### src/rtl/vram_port_arbiter.sv
// VRAM port A arbiter: serialises CPU word accesses and a hardware fill engine,
// alternating grants round-robin whenever both want the port in the same cycle.
module vram_port_arbiter #(
    parameter int ADDR_W = 12,
    parameter int DATA_W = 16
) (
    input  logic              clk,
    input  logic              resetn,
    input  logic              cpu_req,
    input  logic              cpu_we,
    input  logic [ADDR_W-1:0] cpu_addr,
    input  logic [DATA_W-1:0] cpu_wdata,
    output logic              cpu_ack,
    output logic [DATA_W-1:0] cpu_rdata,
    input  logic              fill_start,
    input  logic [ADDR_W-1:0] fill_base,
    input  logic [ADDR_W-1:0] fill_len,
    input  logic [DATA_W-1:0] fill_value,
    output logic              fill_busy,
    output logic              fill_done,
    output logic              vram_cea,
    output logic              vram_wrea,
    output logic [ADDR_W-1:0] vram_ada,
    output logic [DATA_W-1:0] vram_dina,
    input  logic [DATA_W-1:0] vram_douta
);

    typedef enum logic {IDLE, FILL} state_t;

    localparam logic [ADDR_W-1:0] LP_ONE = ADDR_W'(1);

    state_t            r_state;
    state_t            w_state_nxt;

    logic [ADDR_W-1:0] r_fill_addr;
    logic [ADDR_W-1:0] r_fill_rem;
    logic [DATA_W-1:0] r_fill_value;
    logic              r_rr_cpu_next;
    logic              r_cpu_issue;
    logic              r_cpu_issue_rd;
    logic              r_cpu_ack;
    logic              r_ack_rd;
    logic              r_fill_last;
    logic              r_fill_done;
    logic              r_cea;
    logic              r_wrea;
    logic [ADDR_W-1:0] r_ada;
    logic [DATA_W-1:0] r_dina;

    logic              w_busy;
    logic              w_fill_accept;
    logic              w_cpu_want;
    logic              w_fill_want;
    logic              w_grant_cpu;
    logic              w_grant_fill;
    logic              w_last_word;

    // The CPU may not be re-granted while its access is in flight or being acked.
    assign w_cpu_want    = cpu_req && !r_cpu_issue && !r_cpu_ack;
    assign w_fill_want   = (r_state == FILL);
    assign w_last_word   = (r_fill_rem == LP_ONE);
    assign w_fill_accept = fill_start && !w_busy;

    // NOTE: state registers use non-blocking assignments so every flop samples pre-edge values.
    always_ff @(posedge clk) begin
        if (!resetn) begin
            r_state <= IDLE;
        end else begin
            r_state <= w_state_nxt;
        end
    end

    always_comb begin
        w_state_nxt = r_state;
        case (r_state)
            IDLE:    if (w_fill_accept && (fill_len != '0)) w_state_nxt = FILL;
            FILL:    if (w_grant_fill && w_last_word)       w_state_nxt = IDLE;
            default: w_state_nxt = IDLE;
        endcase
    end

    // NOTE: every always_comb output gets a default first so no latch is inferred.
    always_comb begin
        w_busy       = (r_state == FILL) || r_fill_last;
        w_grant_cpu  = w_cpu_want;
        w_grant_fill = w_fill_want;
        if (w_cpu_want && w_fill_want) begin
            w_grant_cpu  = r_rr_cpu_next;
            w_grant_fill = !r_rr_cpu_next;
        end
    end

    always_ff @(posedge clk) begin
        if (!resetn) begin
            r_fill_addr    <= '0;
            r_fill_rem     <= '0;
            r_fill_value   <= '0;
            r_rr_cpu_next  <= 1'b1;
            r_cpu_issue    <= 1'b0;
            r_cpu_issue_rd <= 1'b0;
            r_cpu_ack      <= 1'b0;
            r_ack_rd       <= 1'b0;
            r_fill_last    <= 1'b0;
            r_fill_done    <= 1'b0;
            r_cea          <= 1'b0;
            r_wrea         <= 1'b0;
            r_ada          <= '0;
            r_dina         <= '0;
        end else begin
            r_cea          <= w_grant_cpu || w_grant_fill;
            r_wrea         <= w_grant_fill || (w_grant_cpu && cpu_we);
            if (w_grant_fill) begin
                r_ada  <= r_fill_addr;
                r_dina <= r_fill_value;
            end else if (w_grant_cpu) begin
                r_ada  <= cpu_addr;
                r_dina <= cpu_wdata;
            end

            r_cpu_issue    <= w_grant_cpu;
            r_cpu_issue_rd <= w_grant_cpu && !cpu_we;
            r_cpu_ack      <= r_cpu_issue;
            r_ack_rd       <= r_cpu_issue_rd;

            if (w_grant_cpu) begin
                r_rr_cpu_next <= 1'b0;
            end else if (w_grant_fill) begin
                r_rr_cpu_next <= 1'b1;
            end

            r_fill_last <= w_grant_fill && w_last_word;
            r_fill_done <= r_fill_last || (w_fill_accept && (fill_len == '0));

            // Address wraps naturally at the ADDR_W boundary.
            if (w_fill_accept) begin
                r_fill_addr  <= fill_base;
                r_fill_rem   <= fill_len;
                r_fill_value <= fill_value;
            end else if (w_grant_fill) begin
                r_fill_addr <= r_fill_addr + LP_ONE;
                r_fill_rem  <= r_fill_rem - LP_ONE;
            end
        end
    end

    assign cpu_ack   = r_cpu_ack;
    assign cpu_rdata = (r_cpu_ack && r_ack_rd) ? vram_douta : '0;
    assign fill_busy = w_busy;
    assign fill_done = r_fill_done;
    assign vram_cea  = r_cea;
    assign vram_wrea = r_wrea;
    assign vram_ada  = r_ada;
    assign vram_dina = r_dina;

endmodule

### config.mk
export PLATFORM = sky130hd
export DESIGN_NAME = vram_port_arbiter
export DESIGN_NICKNAME = d
export VERILOG_FILES = /design/src/rtl/vram_port_arbiter.sv
export SDC_FILE = /design/constraint.sdc
export NUM_CORES = 1
export LEC_CHECK = 0
export CORE_MARGIN = 2
export CORE_UTILIZATION = 40
export CTS_BUF_LIST = sky130_fd_sc_hd__clkbuf_16
export CTS_CLUSTER_DIAMETER = 30
export DETAILED_ROUTE_END_ITERATION = 7
export GPL_TIMING_DRIVEN = 0
export PLACE_DENSITY = 0.74
export SLEW_MARGIN = 30
export SYNTH_ARGS = -nofsm -noshare
export SYNTH_HDL_FRONTEND = slang
export SYNTH_SLANG_ARGS = --single-unit
export TNS_END_PERCENT = 30
### constraint.sdc
create_clock -name clk -period 3.1 [get_ports clk]
set_input_delay 0.62 -clock clk [delete_from_list [all_inputs] [get_ports clk]]
set_output_delay 0.62 -clock clk [all_outputs]
set_load 0.005 [all_outputs]
==> results of run 1 <==
## final timing paths
check | from | end | slack [ps] | cells after the start
min reg2reg | r_cpu_issue_rd | r_ack_rd | 430 | 1
max | resetn | vram_dina[14] | 530 | 6
min | r_cpu_issue_rd | r_ack_rd | 430 | 1
max reg2reg | cpu_ack | r_fill_addr[7] | 930 | 5
## kinds of logic after synthesis
group / Yosys count / synth area share
and+or+nand+nor: 161 / 0.233
AOI/OAI and AO/OA: 111 / 0.188
DFF: 78 / 0.445
buffers and inverters: 33 / 0.0363
muxes: 28 / 0.0798
xor gates and xnor gates: 3 / 0.00748
adders and majority gates: 3 / 0.0107
## stage by stage
| stage | util | hold slack (ps) | instance area (um2) | instances | total power, mW |
|---|---|---|---|---|---|
| after floorplan | - | 412 | 3510 | 417 | 1.42 |
| after CTS | 0.619 | 433 | 5350 | 678 | 2.81 |
| after detailed placement | 0.582 | 419 | 5030 | 662 | 1.70 |
| after global placement | 0.581 | 417 | 5020 | 662 | 1.69 |
| after global routing | 0.619 | 442 | 5350 | 678 | 2.91 |
| final | 0.619 | 433 | 5350 | 678 | 2.80 |
## power by group
group	total, mW	switching [mW]	internal (mW)
Clock	1.11	0.413	0.700
Sequential	1.15	0.0673	1.09
Combinational	0.533	0.246	0.287
Total	2.80	0.726	2.07
## area by class of cell
| class | instances | area [um2] | area share |
|---|---|---|---|
| repair buffers | 137 | 1370 | 0.257 |
| multi-input cells | 306 | 1830 | 0.343 |
| plain buffers | 26 | 101 | 0.0190 |
| well taps | 108 | 135 | 0.0253 |
| inverters | 7 | 26.3 | 0.00492 |
| clock buffers | 9 | 225 | 0.0421 |
| flip-flops and latches | 78 | 1560 | 0.292 |
| clock inverters | 7 | 91.3 | 0.0171 |
## state kept, by name, summed over array words and instances (netlist names), 12 cells and up
register and flops:
r_fill_addr 12, vram_dina 16, r_fill_rem 12, vram_ada 12, r_fill_value 16
## metal layers
metal / vias up / part of all wire
li1: 1806 / -
met1: 1718 / 0.44
met2: 151 / 0.48
met3: 21 / 0.060
met4: 0 / 0.023
met5: - / 0
## Yosys cell counts, types with 2 or more instances
cell	instances
mux2i_1	28
a32oi_1	2
nor3_1	7
a22oi_1	4
nor2_1	8
a211oi_1	2
and2_1	3
nor3b_1	3
a31oi_1	5
ha_1	3
nand3b_1	2
clkbuf_1	23
or3b_2	2
or4_1	3
o21ai_0	41
buf_2	3
dfxtp_1	78
o21a_1	2
nor4_1	7
nor2b_1	2
nand4_1	3
and3_1	20
a311oi_1	3
nand2_1	80
or4_4	3
a2bb2oi_1	2
a21oi_1	36
inv_1	6
o311ai_0	6
nand3_1	9
nand4b_1	2
o31ai_1	2
xnor2_1	3
## worst register-to-register path: stages, from the launching register on
cell	delay [ps]
dfxtp_1	490
nand4bb_1	180
clkbuf_1	300
nand2_1	360
or4_1	600
a31oi_1	160
## placed cells by master, fill, tap and decap left out, types with 4 or more instances in the layout
master and n:
clkdlybuf4s50_1 137, nand2_1 80, dfxtp_1 78, o21ai_0 41
a21oi_1 36, mux2i_1 28, clkbuf_1 23, and3_1 20
nand3_1 9, clkbuf_16 9, inv_1 8, nor2_1 8
nor4_1 7, nor3_1 6, o311ai_0 6, a31oi_1 5
a22oi_1 4
==> key figures, run 1 <==
Run status
  – Status: finished clean

Timing
  – Fin crit share: 0.829
  – Setup TNS: 0 ps
  – Slew @ Worst Pin: roughly 840 ps
  – Clock Skew: 8.10 ps
  – Fmax: between 300 and 400 MHz
  – RSZ-0062 raised after global routing: false
  – Hold Fails Final Rpt: 0
  – Fin crit period: 2570 ps
  – Final setup vio count: 0
  – Worst setup margin: between 500 and 600 ps
  – Max-slew headroom: 0.434
  – Fin. max-slew vios: 0

Drt
  – 1st-iter DRT viols: around 250
  – DRT Pass-1 Iters: 4
  – Routed Antenna Nets: 0
  – WL final: around 11 mm
  – DRC: 0
  – DR vias/cell: 5.45
  – DR vias: around 3700
  – Avg WL per Cell: approximately 16 um

CTS
  – Root Driver: clkbuf_16
  – CTS tree: built
  – Htree depth: 3
  – Clock Latency Late Sink: approximately 330 ps
  – # clock sinks: 78
  – Post-CTS Setup Bufs: 0
  – Total CTS buffers: 9
  – Cts hold-fix bufs: 0
  – Clock buffer depth: 2
  – Post_cts resized: 0
  – Clk slew on worst S/H paths: 60 ps

Critical path
  – Critical path startpoint category: primary input
  – CP required: approximately 3400 ps
  – Max incr delay on CP: 770 ps
  – Critical path arrival: ~2800 ps
  – Worst-path fanout max: 10
  – Crit path cell chain: clkdlybuf4s50_1 -> clkinv_1 -> nor3_2 -> clkbuf_1 -> nand2_1 -> o21ai_0
  – Cell family with most CP delay: buffers and inverters
  – Setup crit end kind: flop
  – Crit path buffers/inverters: 3
  – Worst path slowest cell: nor3_2
  – WS Path Type: primary input to flop

GRT
  – GR peak layer: met2
  – Global Route Usage Sum: 0.233
  – Aggregate global routing overflow: 0
  – GRT met1 Usage: 0.306
  – Initial antenna violation count: 0
  – First-pass GRT wire length: 17.9 mm
  – Largest net degree at the start of global routing: 14
  – Met3 Usage GRT: 0.0403
  – Vias in the first global route: 3616
  – M2 GR Usage: 0.378

Die
  – Die footprint: 9550 um2
  – Initial core utilization: 0.407
  – Row count: 34
  – Die Span X: slightly below 100 um
  – Die height: slightly below 100 um
  – I/O pin count: around 140
  – Core footprint: about 8600 um2

Synthesis
  – Asr flop ratio synth: 0
  – Yosys reg bits: between 70 and 80
  – Synth area leader: dfxtp_1
  – Area share of the largest cell type after synthesis: 0.445
  – Post-Synthesis Cell Area: roughly 3500 um2
  – Mapped Nets: about 500
  – Sequential share of the synthesized area: 0.445
  – Area contributors post-synth: dfxtp_1 (44%), nand2_1 (8.6%), mux2i_1 (8.0%)
  – Synthesized area per cell: 8.42 um2
  – Post-synth EDFFs: 0
  – Cells after Synth: around 420
  – Predominant post-synthesis flop cell: dfxtp_1
  – Yosys cell types: 47
  – Ys Warns: 0

Power
  – PwrDens: approximately 520 nW/um2
  – Peak VDD IR: between 200 and 300 uV
  – Pleak: 2.11 nW

Final layout
  – Fill count: about 750
  – Fin nets: 657
  – Fraction of final layout cells sized beyond drive strength 1: 0.0491
  – Synth-to-layout area growth: 52.2%
  – Antenna Cells: 0

Place
  – RePlAce Congestion: between 0.8 and 0.9
  – PortBufs: about 140
  – DP Wirelength: around 8.2 mm
  – Dpl ws: roughly 260 ps

Run
  – Max-capacitance violation count: 0

Min path
  – Kind of path behind the tightest hold check: flop to flop
(Power assumes the default switching activity.)
==> inputs of run 2 (changes only) <==
- CORE_UTILIZATION: 40 -> 39
- PLACE_DENSITY: 0.74 -> 0.76
- clock period: 3.1 -> 2.3 ns (I/O delays scaled with it)
==> run 2 against run 1 <==
Effect of this change: clock power grew 25%; via count is 0.24% higher; critical endpoint is now r_fill_addr[3]; largest cell class unchanged; routed wire length grew 0.75%; combinational power up 35%; non-clock buffer count did not move; register-to-register slack worse by 710 ps.
==> key figures, run 2 (synthesis gave the netlist of run 1 again) <==
Timing
  – Fmax: between 400 and 500 MHz
  – Final setup vio count: 0 (unchanged)
  – Slew @ Worst Pin: 724 ps (-121 ps)
  – Fin crit share: 0.968
  – Fin crit period: 2230 ps
  – Hold Fails Final Rpt: 0 (unchanged)
  – Max-slew headroom: 0.515 (+0.0816)
  – Fin. max-slew vios: 0 (unchanged)
  – Clock Skew: 6.79 ps (-1.30 ps)
  – Setup TNS: 0 ps (unchanged)

Place
  – Placed Area: 5030 um2 (unchanged)
  – DP Wirelength: 8.33 mm (+1.2%)
  – PortBufs: 137 (unchanged)
  – RePlAce Congestion: 0.905 (+2.2%)

Drt
  – Avg WL per Cell: 16.6 um (+0.75%)
  – DR vias/cell: 5.46 (+0.24%)
  – DR vias: 3705 (+0.24%)
  – WL final: 11.3 mm (+0.75%)
  – DRT Pass-1 Iters: 5 (+1)
  – DRC: 0 (unchanged)
  – Routed Antenna Nets: 0 (unchanged)
  – 1st-iter DRT viols: 325 (+33%)

CTS
  – Root Driver: clkbuf_16
  – Clk slew on worst S/H paths: 60 ps (about the same)
  – CTS tree: built
  – # clock sinks: 78 (unchanged)
  – Total CTS buffers: 9 (unchanged)
  – Clock buffer depth: 2 (unchanged)
  – Post-CTS Setup Bufs: 0 (unchanged)
  – Htree depth: 3 (unchanged)
  – Clock Latency Late Sink: 330 ps (about the same)

Die
  – Row count: 34 (unchanged)
  – Die footprint: 9780 um2 (+2.5%)
  – I/O pin count: 138 (unchanged)
  – Die Span X: 98.9 um (+1.2%)
  – Initial core utilization: 0.403 (-0.00397)
  – Die height: 98.9 um (+1.2%)
  – Core footprint: 8720 um2 (+0.99%)

Critical path
  – Critical path arrival: 2500 ps (-320 ps)
  – Worst path slowest cell: nor4bb_1
  – WS Path Type: primary input to flop
  – Crit path cell chain: clkdlybuf4s50_1 -> nor4bb_1 -> clkbuf_2 -> nor2_1 -> a41o_1 -> o21ba_2
  – Crit path buffers/inverters: 2 (-1)
  – Cell family with most CP delay: buffers and inverters
  – Critical path startpoint category: primary input
  – CP required: 2580 ps (-770 ps)
  – Worst-path fanout max: 10 (unchanged)
  – Max incr delay on CP: 500 ps (-270 ps)
  – Setup crit end kind: flop

Power
  – Pleak: 2.10 nW (-0.32%)
  – PwrDens: 687 nW/um2 (+31%)
  – Peak VDD IR: 398 uV (+56%)
  – Total power: 3.67 mW (+31%)

GRT
  – Largest net degree at the start of global routing: 14 (unchanged)
  – Initial antenna violation count: 0 (unchanged)
  – First-pass GRT wire length: 17.8 mm (-0.46%)
  – Vias in the first global route: 3588 (-0.77%)
  – Aggregate global routing overflow: 0 (unchanged)
  – Global Route Usage Sum: 0.228 (-0.00434)

Final layout
  – Fin area: 5340 um2 (-0.14%)
  – Fin nets: 657 (unchanged)
  – Most frequent cells in the layout: clkdlybuf4s50_1 (137), nand2_1 (79), dfxtp_1 (77), o21ai_0 (41), a21oi_1 (36)
  – Synth-to-layout area growth: 52.0%
  – Antenna Cells: 0 (unchanged)
  – Most common cell after layout, fill and taps aside: clkdlybuf4s50_1
  – Fraction of final layout cells sized beyond drive strength 1: 0.0596 (+0.0105)

Run status
  – Status: finished clean

Run
  – Max-capacitance violation count: 0 (unchanged)

Min path
  – Kind of path behind the tightest hold check: flop to flop
==> run 2: per-layer routing <==
layer,routed length (um),GRT usage,vias to the layer above
met3,674,0.0404,20
met1,4900,0.297,1742
met5,0,0,-
met2,5470,0.376,137
li1,-,-,1806
met4,215,0.0906,0
==> run 2: worst paths after layout <==
path	start	endpoint	cells after the start	slack (ps)
max	cpu_req	r_fill_addr[3]	6	70
min	r_cpu_issue_rd	r_ack_rd	1	430
max reg2reg	cpu_ack	r_fill_rem[9]	5	220
min reg2reg	r_cpu_issue_rd	r_ack_rd	1	430
==> run 2: where the power goes <==
group	total, mW	switching [mW]	internal [mW]
combinational	0.722	0.333	0.390
sequential	1.56	0.0913	1.47
clock	1.39	0.560	0.830
total	3.67	0.984	2.69
==> run 2: layout make-up <==
cell class	count	area [um2]
buffer	26	105
clock buffer	9	225
clock inverter	7	65.1
fill	746	3380
inverter	7	26.3
multi-input combinational	306	1850
sequential	78	1560
tap	108	135
timing repair buffer	137	1370
==> run 2: what timing repair did <==
action / CTS / global route
pin swaps: 0 / 0
gates resized for setup: 3 / 4
endpoints found under the setup margin: 5 / 28
endpoints found under the hold margin: 0 / 0
hold buffers: 0 / 0
==> run 2: worst reg2reg max path, delay by kind of cell, from the launching register on <==
family	cells	cell delay [ps]
flip-flops	1	420
AO/OA/AOI/OAI	1	180
AND/OR/NAND/NOR	3	1070
buffers and inverters	1	330
==> run 2: metrics by stage <==
stage / cells / hold slack, ps / util / setup WS, ps
after global placement: 662 / 416 / 0.575 / -794
after detailed placement: 662 / 422 / 0.577 / -364
after global routing: 678 / 440 / 0.612 / -14.5
after CTS: 678 / 437 / 0.610 / 11.3
after floorplan: 417 / 412 / - / 456
final: 678 / 434 / 0.612 / 73.8
